`src/rtl/radix4_div_36by18_if.sv`:
```
// Bundle of request, result and status signals of the radix-4 2N-by-N divider.
// start is a single-cycle request, honoured only while busy=0; q/r/ovf are valid when done=1 and hold afterwards.
`timescale 1ns/1ps
interface radix4_div_36by18_if #(
    parameter int N = 18
);
    logic           start;
    logic [2*N-1:0] x;
    logic [N-1:0]   y;
    logic [N-1:0]   q;
    logic [N-1:0]   r;
    logic           busy;
    logic           done;
    logic           ovf;
    logic [1:0]     state;

    modport master (
        output start, x, y,
        input  q, r, busy, done, ovf, state
    );

    modport slave (
        input  start, x, y,
        output q, r, busy, done, ovf, state
    );
endinterface

```
`src/rtl/radix4_div_36by18.sv`:
```
// Unsigned 2N-by-N restoring divider retiring two quotient bits per cycle.
// Overflow or divide-by-zero is detected up front and reported without iterating.
`timescale 1ns/1ps
module radix4_div_36by18 #(
    parameter int N = 18
) (
    input  logic                  clk,
    input  logic                  rst,
    radix4_div_36by18_if.slave    bus
);
    localparam int ITERS = N / 2;
    localparam int CW    = $clog2(ITERS + 1);

    typedef enum logic [1:0] {IDLE = 2'd0, CALC = 2'd1, DONE = 2'd2} state_t;

    state_t        state;
    state_t        state_next;
    logic [CW-1:0] cnt;
    logic [N-1:0]  pr;
    logic [N-1:0]  lo;
    logic [N-1:0]  yr;
    logic [N-1:0]  qs;
    logic [N-1:0]  q_r;
    logic [N-1:0]  r_r;
    logic          ovf_r;

    logic          err;
    logic          last;
    logic [N+1:0]  w;
    logic [N+1:0]  y1;
    logic [N+1:0]  y2;
    logic [N+1:0]  y3;
    logic [1:0]    digit;
    logic [N-1:0]  sub;
    logic [N-1:0]  rem_next;

    // The quotient only fits in N bits when the high dividend half is below the divisor.
    assign err  = (bus.y == '0) || (bus.x[2*N-1:N] >= bus.y);
    assign last = (cnt == CW'(ITERS - 1));
    assign w    = {pr, lo[N-1:N-2]};
    assign y1   = {2'b00, yr};
    assign y2   = {1'b0, yr, 1'b0};
    assign y3   = y1 + y2;

    // The remainder is known to fit in N bits, so the subtract runs on the low N bits only.
    always_comb begin
        digit = 2'd0;
        sub   = '0;
        if (w >= y3)      digit = 2'd3;
        else if (w >= y2) digit = 2'd2;
        else if (w >= y1) digit = 2'd1;
        case (digit)
            2'd3:    sub = y3[N-1:0];
            2'd2:    sub = y2[N-1:0];
            2'd1:    sub = y1[N-1:0];
            default: sub = '0;
        endcase
        rem_next = w[N-1:0] - sub;
    end

    always_comb begin
        state_next = state;
        case (state)
            IDLE:    if (bus.start) state_next = err ? DONE : CALC;
            CALC:    if (last) state_next = DONE;
            DONE:    state_next = IDLE;
            default: state_next = IDLE;
        endcase
    end

    always_ff @(posedge clk) begin
        if (rst) state <= IDLE;
        else     state <= state_next;
    end

    always_ff @(posedge clk) begin
        if (rst) begin
            cnt   <= '0;
            pr    <= '0;
            lo    <= '0;
            yr    <= '0;
            qs    <= '0;
            q_r   <= '0;
            r_r   <= '0;
            ovf_r <= 1'b0;
        end else begin
            case (state)
                IDLE: begin
                    if (bus.start) begin
                        cnt <= '0;
                        yr  <= bus.y;
                        pr  <= bus.x[2*N-1:N];
                        lo  <= bus.x[N-1:0];
                        qs  <= '0;
                        if (err) begin
                            q_r   <= '1;
                            r_r   <= '0;
                            ovf_r <= 1'b1;
                        end
                    end
                end
                CALC: begin
                    cnt <= cnt + 1'b1;
                    pr  <= rem_next;
                    lo  <= {lo[N-3:0], 2'b00};
                    qs  <= {qs[N-3:0], digit};
                    if (last) begin
                        q_r   <= {qs[N-3:0], digit};
                        r_r   <= rem_next;
                        ovf_r <= 1'b0;
                    end
                end
                default: ;
            endcase
        end
    end

    assign bus.q     = q_r;
    assign bus.r     = r_r;
    assign bus.ovf   = ovf_r;
    assign bus.busy  = (state != IDLE);
    assign bus.done  = (state == DONE);
    assign bus.state = state;
endmodule

```
`src/flat_wrapper.sv`:
```
// flat-port wrapper written by rule: the top's interface ports become plain ports
module radix4_div_36by18_flat 
#(
    parameter int N = 18
)
  (clk, rst, bus_start, bus_x, bus_y, bus_q, bus_r, bus_busy, bus_done, bus_ovf, bus_state);
  radix4_div_36by18_if #(.N(N)) bus_i ();
  input  logic clk;
  input  logic rst;
  input wire logic [$bits(bus_i.start)-1:0] bus_start;
  input wire logic [$bits(bus_i.x)-1:0] bus_x;
  input wire logic [$bits(bus_i.y)-1:0] bus_y;
  output wire logic [$bits(bus_i.q)-1:0] bus_q;
  output wire logic [$bits(bus_i.r)-1:0] bus_r;
  output wire logic [$bits(bus_i.busy)-1:0] bus_busy;
  output wire logic [$bits(bus_i.done)-1:0] bus_done;
  output wire logic [$bits(bus_i.ovf)-1:0] bus_ovf;
  output wire logic [$bits(bus_i.state)-1:0] bus_state;
  assign bus_i.start = bus_start;
  assign bus_i.x = bus_x;
  assign bus_i.y = bus_y;
  assign bus_q = bus_i.q;
  assign bus_r = bus_i.r;
  assign bus_busy = bus_i.busy;
  assign bus_done = bus_i.done;
  assign bus_ovf = bus_i.ovf;
  assign bus_state = bus_i.state;
  radix4_div_36by18 #(.N(N)) u_core (.clk(clk), .rst(rst), .bus(bus_i));
endmodule
```
`config.mk`:
```
export PLATFORM = sky130hd
export DESIGN_NAME = radix4_div_36by18_flat
export DESIGN_NICKNAME = d
export VERILOG_FILES = /design/src/rtl/radix4_div_36by18_if.sv /design/src/rtl/radix4_div_36by18.sv /design/src/flat_wrapper.sv
export SDC_FILE = /design/constraint.sdc
export NUM_CORES = 1
export LEC_CHECK = 0
export ABC_AREA = 1
export ABC_CLOCK_PERIOD_IN_PS = 5150
export BUFFER_PORTS_ARGS = -buffer_cell sky130_fd_sc_hd__buf_2
export CAP_MARGIN = 20
export CORE_MARGIN = 2
export CORE_UTILIZATION = 45
export DETAILED_ROUTE_END_ITERATION = 16
export MAX_ROUTING_LAYER = met4
export PLACE_DENSITY_LB_ADDON = 0.12
export REMOVE_ABC_BUFFERS = 1
export SYNTH_ARGS = -nofsm -noshare
export SYNTH_HDL_FRONTEND = slang
export SYNTH_SLANG_ARGS = --single-unit
```
`constraint.sdc`:
```
create_clock -name clk -period 5.15 [get_ports clk]
set_input_delay 0.515 -clock clk [delete_from_list [all_inputs] [get_ports clk]]
set_output_delay 0.515 -clock clk [all_outputs]
set_load 0.01 [all_outputs]
```
==> impl_metrics.toml, run 1 <==
[layout]
stdcell_count = 1508
final_layout_size_suffix_gt1_share_pct = 23.93
nets = 1439
area_growth_syn_to_layout_pct = 25.73
fillers = 1677
postLayoutCoreUtil_pct = 58.14
antenna_cells_inserted = 0
postLayoutCellArea_um2 = 10130

[global_routing]
pin_count_of_the_biggest_net_entering_global_routing = 66
global_routing_usage_summed_across_all_routing_layers_pct = 26.52
grt_pass1_vias = 7205
grt_pass1_wl_um = 37640
antenna_violations_before_repair = 0
congestion_overflow_gr = 0

[sta]
rsz0062_at_grt = "true"
slew_headroom_pct = 39.17
report.final.slew_viol_count = 0
worstMarginPinSlew_ns = 0.9125
setup_viol = 0
clock-skew-final_ns = 0.01165
final.period_utilization_pct = 96.37
timing.setup.tns_ns = 0
final.min_clock_period_ns = 4.963
maxClockFrequency_mhz = 201.5
hold_viol = 0

[setup_path]
critical_path_peak_fanout = 7
crit_path_frequent_cell = "nand2_2"
critPathTopFamily = "compound AO/OA/AOI/OAI gates"
ff2ff_setup_slack_ns = 0.19
cp-start-kind = "flip-flop"
worstPathArrival_ns = 5.31
setup.worst_path.class = "flip-flop to flip-flop"
critical_path_cell_with_the_highest_stage_delay = "fa_2"
cp_num_buf_inv = 4
worst_path_largest_cell_delay_ns = 0.40
cp-end-kind = "flip-flop"
cp.required_ns = 5.50

[yosys]
ys_seq_area_share_pct = 28.09
yosysMostFrequentCell = "nand2_1"
synth_top_family_by_area = "compound AO/OA/AOI/OAI gates"
count_of_cell_types_in_the_netlist = 46
synth_top_cell_area_share_pct = 28.09
yosys.area_share.simple_pct = 20.94
avgSynthCellArea_um2 = 6.949
synth_compound_area_share_pct = 23.13
synthDominantAreaCellType = "dfxtp_1"
synth-adder-area-share_pct = 17.59
yosys.area_share.xor_xnor_pct = 1.522
fraction_of_synthesis_flops_using_an_asynchronous_set_or_reset_pin_pct = 0
muxShareOfSynthArea_pct = 0
syn-instance-count = 1159
synth_enable_flop_cells = 0
mappedNetlistArea_um2 = 8054
ys.warnings.count = 0
top_cells_by_count_synth = "251 x nand2_1, 151 x a21oi_1, 117 x inv_1"
ys_top_cells_by_area = "dfxtp_1 28%, ha_1 17%, nand2_1 12%"
ys_seq_elements = 113
synth_ff_type = "dfxtp_1"

[routing]
dr_wl_met3_um = 1411
drt_pass1_iterations = 5
via_count = 8193
post_drt_via_cell_ratio = 5.433
detail_route.wirelength.met1_um = 11420
maxUsedRoutingLayer = "met4"
first_iter_violations = 644
finalWirelength_um = 24880
antenna_violating_nets_left = 0
post_drt_wl_per_cell_um = 16.50
met2WireLength_um = 11630
detail_route.drc_violations = 0

[place]
gp_congestion = 0.9332
place_area_um2 = 8798
placed_cells = 1460
io_buffer_count = 97
hpwlAfterDp_um = 17750

[floorplanning]
design.core.area_um2 = 17420
design.die.area_um2 = 18980
die-width_um = 137.8
row_count = 48
die_y_um = 137.8
top_level_port_count = 98
initial_utilization_pct = 46.24

[cts]
postCtsHoldBufs = 0
tritoncts_num_sinks = 113
clock_tree_buffer_depth = 2
cts.htree.levels = 4
clk_pin_slew_ns = 0.06
clk_lat_worst_skew_ns = 0.43
tritoncts.num_buffers = 17
cts_tree = "done"
clock_tree.root_cell = "clkbuf_16"

[min_path]
worst_hold_path_type = "input pin to flip-flop"

[pwr]
fin_total_pwr_w = 0.004977
irDropWorstVdd_uv = 356.5
leakagePower_nw = 4.714
power_density_nw_per_um2 = 491.5

[run]
max_cap_viol_count = 0

[status]
status = "finished, final reports clean"
-- sequential cells by signal, summed over array words and instances (netlist names) --
register          count
u_core.bus.q         18
u_core.bus.r         18
u_core.lo            18
u_core.pr            18
u_core.yr            18
u_core.qs            16
u_core.cnt            4
u_core.bus.state      2
u_core.bus.ovf        1
-- power by group --
group	switching [W]	internal, W
combinational	0.00158	0.00102
sequential	0.000130	0.00100
clock	0.000455	0.000787
total	0.00217	0.00281
-- through the flow --
stage	worst slack [ns]	hold slack [ns]
final	0.1869	0.3443
after global routing	-0.1245	0.3482
after CTS	0.01442	0.3359
after detailed placement	0.005953	0.4533
after global placement	0.01646	0.4493
after floorplan	0.2116	0.4349
-- worst register-to-register path, delay by kind of cell (launching register included) --
| family | cells | cell delay, ns |
|---|---|---|
| AO/OA/AOI/OAI | 11 | 1.74 |
| XOR/XNOR | 1 | 0.16 |
| adder cells (fa/ha/maj) | 4 | 1.13 |
| buffers and inverters | 4 | 0.42 |
| flip-flops | 1 | 0.35 |
| AND/OR/NAND/NOR | 13 | 1.12 |
-- layer usage --
layer / track usage (%) / up-vias
met2: 41.90 / 225
met3: 4.746 / 27
li1: - / 4172
met5: - / -
met4: 6.973 / 0
met1: 35.06 / 3769
-- layout make-up --
type	count	area [um2]	share of cell area [%]
repair buffers	135	794.5	7.846
clock inverters	12	157.7	1.557
well taps	225	281.5	2.780
clock buffers	20	456.7	4.510
multi-input cells	871	5658	55.88
flip-flops and latches	113	2280	22.51
inverters	132	498.0	4.918
-- cells by family after synthesis --
logic type / Yosys count
flip-flops: 113
AND/OR/NAND/NOR: 403
AO/OA/AOI/OAI: 341
adder cells (fa/ha/maj): 112
XOR/XNOR: 14
buffers and inverters: 176
-- final timing paths --
check / from / to / cells after the start
min reg2reg: u_core.bus.ovf / u_core.bus.ovf / 2
min: bus_x[1] / u_core.lo[1] / 3
max reg2reg: u_core.yr[1] / u_core.bus.r[17] / 33
max: u_core.yr[1] / u_core.bus.r[17] / 33
-- cell usage in the layout (no fill, tap or decap), types with 5 or more instances in the layout --
| cell type | synthesis | layout |
|---|---|---|
| nand2_1 | 251 | 234 |
| a21oi_1 | 151 | 135 |
| inv_1 | 117 | 113 |
| dfxtp_1 | 113 | 101 |
| buf_2 | 8 | 97 |
| ha_1 | 110 | 92 |
| nor2_1 | 82 | 69 |
| o21ai_0 | 71 | 68 |
| o21ai_1 | 41 | 39 |
| buf_4 | 0 | 35 |
| a31oi_1 | 28 | 27 |
| nand3_1 | 26 | 20 |
| inv_2 | 13 | 17 |
| clkbuf_16 | 0 | 17 |
| nand2_2 | 2 | 16 |
| nand4_1 | 16 | 16 |
| a22oi_1 | 14 | 14 |
| a21oi_2 | 1 | 13 |
| o22ai_1 | 16 | 12 |
| dfxtp_2 | 0 | 11 |
| nor2_2 | 3 | 10 |
| xor2_1 | 13 | 10 |
| ha_2 | 0 | 9 |
| ha_4 | 0 | 9 |
| nand3_2 | 3 | 8 |
| nor2_4 | 1 | 7 |
| nor3_1 | 7 | 5 |
-- timing repair --
action                                  4_1_cts  5_1_grt
cloned                                        0        1
setup buffers                                 0       15
gates resized for setup                       1      134
endpoints found under the setup margin        8       29
pin swaps                                     0       53
Note: power is estimated with default switching activity, not from simulation.
==> run 2, diff against run 1 <==
- CORE_ASPECT_RATIO: not set -> 1.5
==> run 2 against run 1 <==
Compared with the run above:
- critical path depth is 4 higher
- worst setup slack lost 0.076 ns
- power rose by 1.9%
- cell area rose by 0.21%
- via count grew 2.0%
- combinational power grew 2%
- die area is 0.12% higher
- sequential share of layout area fell by 0.059 points
- global-route usage rose by 0.78 points
- maximum frequency shrank 1.5%
==> impl_metrics.toml, run 2 (synthesized netlist as in run 1, its figures left out) <==
[status]
status = "finished, final reports clean"

[layout]
area_growth_syn_to_layout_pct = 25.99
fillers = 1692
antenna_cells_inserted = 0
final_layout_size_suffix_gt1_share_pct = 23.58
multi_input_area_um2 = 5500
final_cell_mix = "238 x nand2_1, 138 x a21oi_1, 114 x inv_1"
postLayoutCellArea_um2 = 10150
final-seq-area_um2 = 2278
nets = 1458
layout.cells.most_common = "nand2_1"

[routing]
post_drt_via_cell_ratio = 5.516
antenna_violating_nets_left = 0
detail_route.drc_violations = 0
drt_pass1_iterations = 4
post_drt_wl_per_cell_um = 16.81
via_count = 8356
first_iter_violations = 424
finalWirelength_um = 25470

[sta]
setup_viol = 0
maxClockFrequency_mhz = 198.5
rsz0062_at_grt = "true"
final.min_clock_period_ns = 5.039
report.final.slew_viol_count = 0
fin_worst_hold_slack_ns = 0.3420
slew_headroom_pct = 36.36
hold_viol = 0
worstMarginPinSlew_ns = 0.9532
final.period_utilization_pct = 97.84
clock-skew-final_ns = 0.01176

[global_routing]
congestion_overflow_gr = 0
grt_pass1_vias = 8064
global_routing_usage_summed_across_all_routing_layers_pct = 27.30
antenna_violations_before_repair = 0
pin_count_of_the_biggest_net_entering_global_routing = 56
grt_pass1_wl_um = 40050

[setup_path]
critical_path_cell_with_the_highest_stage_delay = "fa_2"
cp.required_ns = 5.49
startpoint = "u_core.yr[1]"
critical_path_peak_fanout = 5
cp-end-kind = "flip-flop"
worstPathArrival_ns = 5.38
ff2ff_setup_slack_ns = 0.11
worst_path_largest_cell_delay_ns = 0.39
setup.worst_path.class = "flip-flop to flip-flop"
crit_path_frequent_cell = "nand2_1"
reg2reg_from = "u_core.yr[1]"
cp-start-kind = "flip-flop"

[floorplanning]
row_count = 59
top_level_port_count = 98
design.core.area_um2 = 17420
initial_utilization_pct = 46.23
design.die.area_um2 = 19010
die_y_um = 167.9
die-width_um = 113.2

[place]
gp_congestion = 0.9559
hpwlAfterDp_um = 18600
io_buffer_count = 97
place_area_um2 = 8871

[pwr]
power_density_nw_per_um2 = 500.0
leakagePower_nw = 4.818
fin_total_pwr_w = 0.005074
irDropWorstVdd_uv = 352.2

[cts]
clk_pin_slew_ns = 0.06
cts.htree.levels = 4
postCtsHoldBufs = 0
clk_lat_worst_skew_ns = 0.42
tritoncts.num_buffers = 17
tritoncts_num_sinks = 113
clock_tree.root_cell = "clkbuf_16"
cts_tree = "done"
clock_tree_buffer_depth = 2

[min_path]
worst_hold_path_type = "input pin to flip-flop"
worst_hold_startpoint = "bus_x[0]"

[run]
max_cap_viol_count = 0
run 2: cell types whose count changed in the layout (fill, tap and decap cells not counted), moves of 4 or more:
| cell | before | now |
|---|---|---|
| ha_2 | 9 | 3 |
| ha_1 | 92 | 99 |
| buf_6 | 1 | 5 |
| a21oi_4 | 4 | 0 |
| buf_4 | 35 | 50 |
| nand2_1 | 234 | 238 |
run 2: through the flow:
| stage | setup TNS [ns] | utilization [%] | cells | setup WS [ns] |
|---|---|---|---|---|
| 3_5_place_dp | -0.09521 | 50.92 | 1458 | -0.04547 |
| 5_1_grt | -3.517 | 58.24 | 1515 | -0.2642 |
| 3_3_place_gp | -0.00004396 | 50.92 | 1458 | -0.00004396 |
| 4_1_cts | -0.006095 | 55.29 | 1499 | -0.006095 |
| 2_1_floorplan | 0 | - | 1115 | 0.2116 |
| 6_report | 0 | 58.24 | 1515 | 0.1111 |
run 2: final timing paths:
path	end	depth (start not counted)
max	u_core.pr[14]	37
min	u_core.lo[0]	3
max reg2reg	u_core.pr[14]	37
min reg2reg	u_core.bus.q[17]	2
run 2: what timing repair did:
| item | 4_1_cts | 5_1_grt |
|---|---|---|
| buffers inserted | 8 | 15 |
| pin swaps | 8 | 53 |
| gates cloned | 1 | 1 |
| setup endpoints to repair | 6 | 30 |
| gates resized for setup | 14 | 94 |
run 2: power by group:
group          total, W  switching (W)  internal (W)  leakage [nW]
clock network   0.00130       0.000481      0.000820         0.308
registers       0.00113       0.000130       0.00100         0.934
logic           0.00264        0.00156       0.00108          3.58
run 2: area by class of cell:
class	instances	area share [%]
Multi-Input combinational cell	871	54.20
Sequential cell	113	22.45
Timing Repair Buffer	154	9.482
Inverter	132	4.957
Clock buffer	18	4.229
Tap cell	213	2.626
Clock inverter	14	2.047
run 2: critical path, delay by kind of cell (launching register included):
kind	cells	cell delay, ns
compound gates	9	1.34
flops	1	0.33
buf+inv	5	0.43
simple gates	17	1.42
xor+xnor	2	0.31
fa+ha+maj	4	1.14
run 2: layer usage:
metal | wire [um] | vias up | share of wire, % | track usage [%]
li1 | - | 4217 | - | -
met1 | 11140 | 3899 | 44 | 32.55
met2 | 12720 | 187 | 50 | 46.50
met3 | 758 | 53 | 3.0 | 3.672
met4 | 856 | 0 | 3.4 | 10.60
met5 | 0 | - | 0 | -
